### src/rtl/pipe_pkg.sv
// Shared pipeline definitions: opcodes, IR field positions and register-usage classes.
package pipe_pkg;

  localparam logic [4:0] OP_ADD  = 5'd0;
  localparam logic [4:0] OP_SUB  = 5'd1;
  localparam logic [4:0] OP_MUL  = 5'd2;
  localparam logic [4:0] OP_DIV  = 5'd3;
  localparam logic [4:0] OP_MOD  = 5'd4;
  localparam logic [4:0] OP_CMP  = 5'd5;
  localparam logic [4:0] OP_AND  = 5'd6;
  localparam logic [4:0] OP_OR   = 5'd7;
  localparam logic [4:0] OP_NOT  = 5'd8;
  localparam logic [4:0] OP_MOV  = 5'd9;
  localparam logic [4:0] OP_LSL  = 5'd10;
  localparam logic [4:0] OP_LSR  = 5'd11;
  localparam logic [4:0] OP_ASR  = 5'd12;
  localparam logic [4:0] OP_NOP  = 5'd13;
  localparam logic [4:0] OP_LD   = 5'd14;
  localparam logic [4:0] OP_ST   = 5'd15;
  localparam logic [4:0] OP_BEQ  = 5'd16;
  localparam logic [4:0] OP_BGT  = 5'd17;
  localparam logic [4:0] OP_B    = 5'd18;
  localparam logic [4:0] OP_CALL = 5'd19;
  localparam logic [4:0] OP_RET  = 5'd20;
  localparam logic [4:0] OP_HLT  = 5'd31;

  localparam logic [31:0] NOP_IR = 32'h6800_0000;
  localparam logic [3:0]  R15    = 4'd15;

  localparam int OPC_MSB = 31;
  localparam int OPC_LSB = 27;
  localparam int I_BIT   = 26;
  localparam int RD_MSB  = 25;
  localparam int RD_LSB  = 22;
  localparam int RS1_MSB = 21;
  localparam int RS1_LSB = 18;
  localparam int RS2_MSB = 17;
  localparam int RS2_LSB = 14;

  typedef enum logic [2:0] {
    SRC_NONE, SRC_BIN, SRC_UNARY, SRC_RS1, SRC_RS1_RD, SRC_R15
  } src_class_e;

  typedef enum logic [1:0] {DST_NONE, DST_RD, DST_R15} dst_class_e;

  typedef struct packed {
    logic       valid;
    logic [3:0] rg;
  } sb_entry_t;

  function automatic src_class_e src_class(input logic [4:0] opc);
    case (opc)
      OP_ADD, OP_SUB, OP_MUL, OP_DIV, OP_MOD, OP_AND, OP_OR,
      OP_LSL, OP_LSR, OP_ASR, OP_CMP: return SRC_BIN;
      OP_NOT, OP_MOV:                 return SRC_UNARY;
      OP_LD:                          return SRC_RS1;
      OP_ST:                          return SRC_RS1_RD;
      OP_RET:                         return SRC_R15;
      default:                        return SRC_NONE;
    endcase
  endfunction

  function automatic dst_class_e dst_class(input logic [4:0] opc);
    case (opc)
      OP_ADD, OP_SUB, OP_MUL, OP_DIV, OP_MOD, OP_AND, OP_OR, OP_NOT,
      OP_MOV, OP_LSL, OP_LSR, OP_ASR, OP_LD: return DST_RD;
      OP_CALL:                               return DST_R15;
      default:                               return DST_NONE;
    endcase
  endfunction

endpackage

### src/rtl/ir_reg_usage.sv
// Decodes which registers the OF instruction reads and writes.
module ir_reg_usage
  import pipe_pkg::*;
(
  input  logic [31:0] of_ir,
  output logic        src1_v,
  output logic [3:0]  src1,
  output logic        src2_v,
  output logic [3:0]  src2,
  output logic        dst_v,
  output logic [3:0]  dst
);

  logic [4:0]  opc;
  logic        imm;
  logic [3:0]  rd, rs1, rs2;
  logic [13:0] unused_bits;
  src_class_e  sc;
  dst_class_e  dc;

  assign opc         = of_ir[OPC_MSB:OPC_LSB];
  assign imm         = of_ir[I_BIT];
  assign rd          = of_ir[RD_MSB:RD_LSB];
  assign rs1         = of_ir[RS1_MSB:RS1_LSB];
  assign rs2         = of_ir[RS2_MSB:RS2_LSB];
  assign unused_bits = of_ir[13:0];
  assign sc          = src_class(opc);
  assign dc          = dst_class(opc);

  always_comb begin
    src1_v = 1'b0;
    src1   = rs1;
    src2_v = 1'b0;
    src2   = rs2;
    dst_v  = 1'b0;
    dst    = rd;
    case (sc)
      SRC_BIN: begin
        src1_v = 1'b1;
        src2_v = ~imm;
      end
      SRC_UNARY: src2_v = ~imm;
      SRC_RS1:   src1_v = 1'b1;
      // A store reads its data register through the rd field.
      SRC_RS1_RD: begin
        src1_v = 1'b1;
        src2_v = 1'b1;
        src2   = rd;
      end
      SRC_R15: begin
        src1_v = 1'b1;
        src1   = R15;
      end
      default: ;
    endcase
    case (dc)
      DST_RD:  dst_v = 1'b1;
      DST_R15: begin
        dst_v = 1'b1;
        dst   = R15;
      end
      default: ;
    endcase
  end

endmodule

### src/rtl/interlock_unit.sv
// RAW-stall and branch-flush interlock generator for the OF/EX latch,
// with a 3-deep destination scoreboard and saturating event counters.
module interlock_unit
  import pipe_pkg::*;
#(
  parameter int BRANCH_BUBBLES = 2,
  parameter bit RW_BYPASS      = 1'b1,
  parameter int CNT_W          = 16
) (
  input  logic             clk,
  input  logic             reset,
  input  logic [31:0]      of_ir,
  input  logic             ex_branch_taken,
  output logic             isDataInterLock,
  output logic             isBranchInterLock,
  output logic             pc_stall,
  output logic [CNT_W-1:0] data_stall_count,
  output logic [CNT_W-1:0] branch_flush_count
);

  localparam int BCNT_W = (BRANCH_BUBBLES > 1) ? $clog2(BRANCH_BUBBLES) : 1;
  localparam logic [BCNT_W-1:0] BCNT_LOAD = BCNT_W'(BRANCH_BUBBLES - 1);

  sb_entry_t         ex_q, ma_q, rw_q, ex_d;
  logic [BCNT_W-1:0] bcnt_q, bcnt_d;
  logic [CNT_W-1:0]  dcnt_q, dcnt_d, fcnt_q, fcnt_d;

  logic       src1_v, src2_v, dst_v;
  logic [3:0] src1, src2, dst;
  logic [1:0] src_v;
  logic [3:0] src_r [2];
  logic [1:0] src_hit;
  logic       data_hazard;

  ir_reg_usage u_usage (
    .of_ir  (of_ir),
    .src1_v (src1_v),
    .src1   (src1),
    .src2_v (src2_v),
    .src2   (src2),
    .dst_v  (dst_v),
    .dst    (dst)
  );

  assign src_v    = {src2_v, src1_v};
  assign src_r[0] = src1;
  assign src_r[1] = src2;

  // With the regfile writing before it is read, the RW stage never blocks.
  generate
    for (genvar gi = 0; gi < 2; gi++) begin : g_src_cmp
      logic hit_rw;
      assign hit_rw = RW_BYPASS ? 1'b0 : (rw_q.valid && rw_q.rg == src_r[gi]);
      assign src_hit[gi] = src_v[gi] &&
                           ((ex_q.valid && ex_q.rg == src_r[gi]) ||
                            (ma_q.valid && ma_q.rg == src_r[gi]) || hit_rw);
    end
  endgenerate

  assign data_hazard        = |src_hit;
  assign isBranchInterLock  = ex_branch_taken | (bcnt_q != '0);
  assign isDataInterLock    = data_hazard & ~isBranchInterLock;
  assign pc_stall           = isDataInterLock;
  assign data_stall_count   = dcnt_q;
  assign branch_flush_count = fcnt_q;

  always_comb begin
    ex_d = '{valid: dst_v, rg: dst};
    if (isDataInterLock || isBranchInterLock) ex_d.valid = 1'b0;

    bcnt_d = bcnt_q;
    if (ex_branch_taken && bcnt_q == '0) bcnt_d = BCNT_LOAD;
    else if (bcnt_q != '0)               bcnt_d = bcnt_q - 1'b1;

    dcnt_d = (isDataInterLock && !(&dcnt_q)) ? dcnt_q + 1'b1 : dcnt_q;
    fcnt_d = (isBranchInterLock && !(&fcnt_q)) ? fcnt_q + 1'b1 : fcnt_q;
  end

  // State moves on the falling edge, in step with the pipeline latches.
  always_ff @(negedge clk or posedge reset) begin
    if (reset) begin
      ex_q   <= '0;
      ma_q   <= '0;
      rw_q   <= '0;
      bcnt_q <= '0;
      dcnt_q <= '0;
      fcnt_q <= '0;
    end else begin
      ex_q   <= ex_d;
      ma_q   <= ex_q;
      rw_q   <= ma_q;
      bcnt_q <= bcnt_d;
      dcnt_q <= dcnt_d;
      fcnt_q <= fcnt_d;
    end
  end

endmodule
### config.mk
export PLATFORM = sky130hd
export DESIGN_NAME = interlock_unit
export DESIGN_NICKNAME = d
export VERILOG_FILES = /design/src/rtl/pipe_pkg.sv /design/src/rtl/ir_reg_usage.sv /design/src/rtl/interlock_unit.sv
export SDC_FILE = /design/constraint.sdc
export NUM_CORES = 1
export LEC_CHECK = 0
export BUFFER_PORTS_ARGS = -buffer_cell sky130_fd_sc_hd__buf_2
export CAP_MARGIN = 0
export CORE_ASPECT_RATIO = 1.4
export CORE_MARGIN = 2
export CORE_UTILIZATION = 31
export DETAILED_ROUTE_END_ITERATION = 12
export PLACE_DENSITY = 0.61
export SYNTH_ARGS = -nofsm -noshare
export SYNTH_HDL_FRONTEND = slang
export SYNTH_SLANG_ARGS = --single-unit
### constraint.sdc
create_clock -name clk -period 6.4 [get_ports clk]
set_clock_uncertainty 0.1 [all_clocks]
set_input_delay 0.32 -clock clk [delete_from_list [all_inputs] [get_ports clk]]
set_output_delay 0.32 -clock clk [all_outputs]
set_load 0.01 [all_outputs]
# Word-level counts from Yosys, hierarchy flattened
# Memories as Yosys holds them, arrays and structs flattened.
# Index checks and enable logic that the tools add are counted.
dict set report classes {
  addsub 3
  eq_ne 11
  n_mux 9
  bitwise 5
  n_reduce_logical 20
}
# operator count
set op_table {}
lappend op_table {{16-bit by 1-bit adder with 16-bit output (second input constant)} 2}
lappend op_table {{16-bit AND reduction} 2}
lappend op_table {{4-bit == test} 4}
lappend op_table {{4-bit two-way mux} 3}
lappend op_table {{1-bit logical AND} 9}
lappend op_table {{3-bit by 2-bit == test with 1-bit output (second input constant)} 2}
lappend op_table {{3-bit == test (second input constant)} 2}
lappend op_table {{2-bit OR reduction} 3}
lappend op_table {{1-bit two-way mux} 5}
lappend op_table {{4-bit OR reduction} 1}
lappend op_table {{3-bit by 1-bit == test with 1-bit output (second input constant)} 1}
lappend op_table {{1-bit logical OR} 3}
lappend op_table {{1-bit NOT} 3}
lappend op_table {{2-bit by 1-bit == test with 1-bit output (second input constant)} 1}
lappend op_table {{2-bit == test (second input constant)} 1}
lappend op_table {{1-bit zero test} 2}
lappend op_table {{1-bit one-hot mux with 2 select lines} 1}
lappend op_table {{1-bit bitwise AND} 1}
lappend op_table {{1-bit bitwise OR} 1}
lappend op_table {{1-bit subtractor (second input constant)} 1}
dict set report totals {
  ff_bits 43
  mem_bits_ro 160
  input_bits 35
  output_inout_bits 35
  wordCells 57
  memories 2
}
# memory words width read_ports rd_ports_with_merged_regs wr line
set mem_list {}
lappend mem_list {{(no name shown)} 32 3 1 0 0 pipe_pkg.sv:52} ;# case (opc)
lappend mem_list {{(no name shown)} 32 2 1 0 0 pipe_pkg.sv:64} ;# case (opc)

# Logic depth before layout (Yosys ltp)
# An unclocked memory read counts as a cell.
dict set report logic_depth {
  word_depth 11
  ltp_mapped 10
}

# Cells and area by module
# A second synthesis with hierarchy kept.
dict set report hier_totals {
  hier_cells 200
  area_unflattened_um2 2242.2
}
# module instances cells_each area_each_um2
set by_module_without_submodules {}
lappend by_module_without_submodules {interlock_unit 1 171 2015.7}
lappend by_module_without_submodules {ir_reg_usage 1 29 226.5}

==> results.yml <==
synth:
  ys_ff_latch: 43
  synth_xor_area_frac: 0.1269
  yosys.area_share.simple: 0.2382
  synth.distinct_cells: 55
  yosys_warnings: 0
  async_reset_ff_frac: 1.000
  synth_edf_count: 0
  yosysTopAreaCellShare: 0.4454
  syn_nets: 273
  synth.mux.area_fraction: 0.02175
  yosys-top-cells-area: "dfrtn_1, xnor2_1, nand4_1, nand3_1, and3_1"
  synth_flop_cell: "dfrtn_1"
  synth_area_per_cell_um2: 10.24
  synth_top_family_by_area: "simple AND/OR/NAND/NOR gates"
  yosysSeqAreaShare: 0.4454
  synth_largest_area_cell: "dfrtn_1"
  synth-compound-area-share: 0.1222
  synth_cells: 236
  syn_area_um2: 2416
  synth_fa_ha_area_frac: 0.01036
power:
  p_leak_nw: 1.393
  pwr-share-comb: 0.202
  p_total_uw: 699.5
  p_per_area_nw_per_um2: 238.3
  p_int_uw: 498.4
  switchingPower_uw: 201.1
  switching_share: 0.2875
  vdd_ir_drop_max_mv: 0.1471
  clock_power_share: 0.308
  seq_power_share: 0.489
placed_design:
  dp_hpwl_um: 4450
  portBuffers: 55
  placed_cells: 390
  gp_congestion: 0.9220
detailed_routing:
  ant_nets: 0
  drtPass1Iterations: 4
  drc_errors: 0
  m1WireLength_um: 2352
  vias: 2004
  wl_um: 5639
  dr_wl_met2_um: 2920
  post_drt_wl_per_cell_um: 14.17
  wl_met3_um: 262
  top_layer: "met4"
  drt_iter0_drc: 66
  avgViaCountPerCell: 5.035
global_route:
  grt_antenna_before_repair: 0
  grt_pass1_wl_um: 9446
  grt_max_degree: 29
  grt_pass1_vias: 1951
  grt_usage: 0.1408
  grt_overflow: 0
worst_hold_path:
  hold_class: "register to register"
clock_network:
  h-tree-depth: 2
  clkLatencyLatePin_ns: 0.30
  clk_pin_slew_ns: 0.05
  postCtsSetupBuffers: 0
  cts_tree: "done"
  cts_hold_buf: 0
  cts.sinks: 43
  ctsRootBufferMaster: "clkbuf_8"
  cts_resized: 0
  cts_buffers: 5
  clockBufferDepth: 2
final_layout:
  drive_gt1_frac: 0.2886
  regArea_um2: 1076
  n_antenna_cell: 0
  multiInputGateArea_um2: 1255
  fillCellCount: 777
  nets: 334
  final_util: 0.3835
  final_cells: 398
  syn_to_final_growth_pct: 21.49
sta:
  hold_slack_ns: 0.2643
  finalSetupTns_ns: 0
  rsz0062_at_grt: "false"
  worst_pin_slew_ns: 1.031
  slew_headroom: 0.3117
  slew_viol_final: 0
  finalSetupViolations: 0
  finalHoldViolations: 0
die:
  start_util: 0.3156
  ios: 70
  dieArea_um2: 8526
  row_count: 38
  core_um2: 7655
  die_h_um: 108.5
  dieWidth_um: 78.61
worst_setup_path:
  reg2reg_slack_ns: 4.04
  rr_worst_depth: 8
  start_kind: "register"
  critPathTopFamily: "compound AO/OA/AOI/OAI gates"
  crit_start: "ex_q[0]$_DFF_NP0_"
  r2r_start: "branch_flush_count[6]$_DFFE_NP0P_"
  critPathArrivalTime_ns: 5.49
  worst-path-stages: 7
  worstSetupPathType: "register to output port"
  required_ns: 5.98
  cp_cell_sequence: "inv_1, a2111oi_2, a21oi_1, o22a_2, o21ai_4, and2_1, buf_2"
  cpMaxStageDelayCell: "dfrtn_1"
  crit_path_end: "pc_stall"
  cp_num_buf_inv: 2
  cp_max_fo: 8
  reg2reg_to: "branch_flush_count[7]$_DFFE_NP0P_"
  worstSetupEndpointType: "output port"
  max_stage_delay_ns: 0.54
job:
  cap_violations: 0
run_status:
  outcome: "finished, final reports clean"
## sequential cells by signal, indices dropped and copies added, names as in the netlist
register and cells:
ex_q 5, branch_flush_count 16, data_stall_count 16, ma_q 5
bcnt_q 1
## Yosys cell counts (2+ instances only)
| library cell | number |
|---|---|
| ha_1 | 2 |
| nand2b_1 | 4 |
| dfrtn_1 | 43 |
| clkbuf_1 | 2 |
| nand2_1 | 12 |
| nand4_1 | 12 |
| inv_1 | 13 |
| xor2_1 | 3 |
| nor2_1 | 5 |
| buf_2 | 2 |
| and2_1 | 5 |
| o21ai_1 | 2 |
| o22ai_1 | 4 |
| or2_2 | 4 |
| o21ai_0 | 4 |
| nand3_2 | 4 |
| a31oi_1 | 7 |
| and3_1 | 11 |
| nor2b_1 | 4 |
| nand3_1 | 14 |
| a21oi_1 | 6 |
| o32ai_1 | 2 |
| mux2i_1 | 3 |
| xnor2_1 | 32 |
| a21o_1 | 3 |
| and4_1 | 4 |
## worst min-delay path by stage
stage                            startpoint                end  slack [ns]  cells after the start
after floorplan           ex_q[4]$_DFF_NP0_  ma_q[4]$_DFF_NP0_        0.23                      0
after global placement     bcnt_q$_DFF_NP0_   bcnt_q$_DFF_NP0_        0.26                      1
after detailed placement  ex_q[4]$_DFF_NP0_  ma_q[4]$_DFF_NP0_        0.27                      0
after CTS                  bcnt_q$_DFF_NP0_   bcnt_q$_DFF_NP0_        0.27                      1
after global routing      ex_q[4]$_DFF_NP0_  ma_q[4]$_DFF_NP0_        0.29                      0
final                      bcnt_q$_DFF_NP0_   bcnt_q$_DFF_NP0_        0.26                      1
## stage by stage
| stage | instance area (um^2) | setup slack [ns] |
|---|---|---|
| after floorplan | 2416 | 0.9026 |
| after global placement | 2818 | 0.4408 |
| after detailed placement | 2818 | 0.3780 |
| after CTS | 2935 | 0.4799 |
| after global routing | 2935 | 0.3348 |
| final | 2935 | 0.4904 |
## power groups by stage
stage          Clock, mW  Sequential (mW)  Combinational [mW]
6_report           0.216            0.342               0.142
5_1_grt            0.236            0.348               0.160
4_1_cts            0.225            0.343               0.144
3_5_place_dp           0            0.348               0.144
3_3_place_gp           0            0.345               0.140
2_1_floorplan          0            0.352              0.0791
## cell type report
class                   instances  share of cell area
clock inverters                 2             0.01194
repair buffers                 60              0.1066
well taps                     100             0.04263
inverters                      13             0.01662
clock buffers                   6             0.02813
multi-input cells             174              0.4275
flip-flops and latches         43              0.3666
## logic make-up after synthesis
logic type / count (synthesis)
buffers and inverters: 19
AOI/OAI and AO/OA: 41
adders and majority gates: 2
muxes: 5
and+or+nand+nor: 91
DFF: 43
xor gates and xnor gates: 35
## cells in the final DEF (no fill, tap or decap), types with 6 or more instances in the layout
cell,count
a31oi_1,7
nand2_1,12
clkbuf_8,6
nand4_1,12
nand3_1,14
buf_2,55
a21oi_1,6
dfrtn_1,43
xnor2_1,32
inv_1,13
and3_1,11
## routing by layer
layer,GRT usage,up-vias
met3,0.02838,10
met5,0,-
met2,0.2479,54
met1,0.1696,964
met4,0.05013,0
li1,-,976
(Power assumes the default switching activity.)
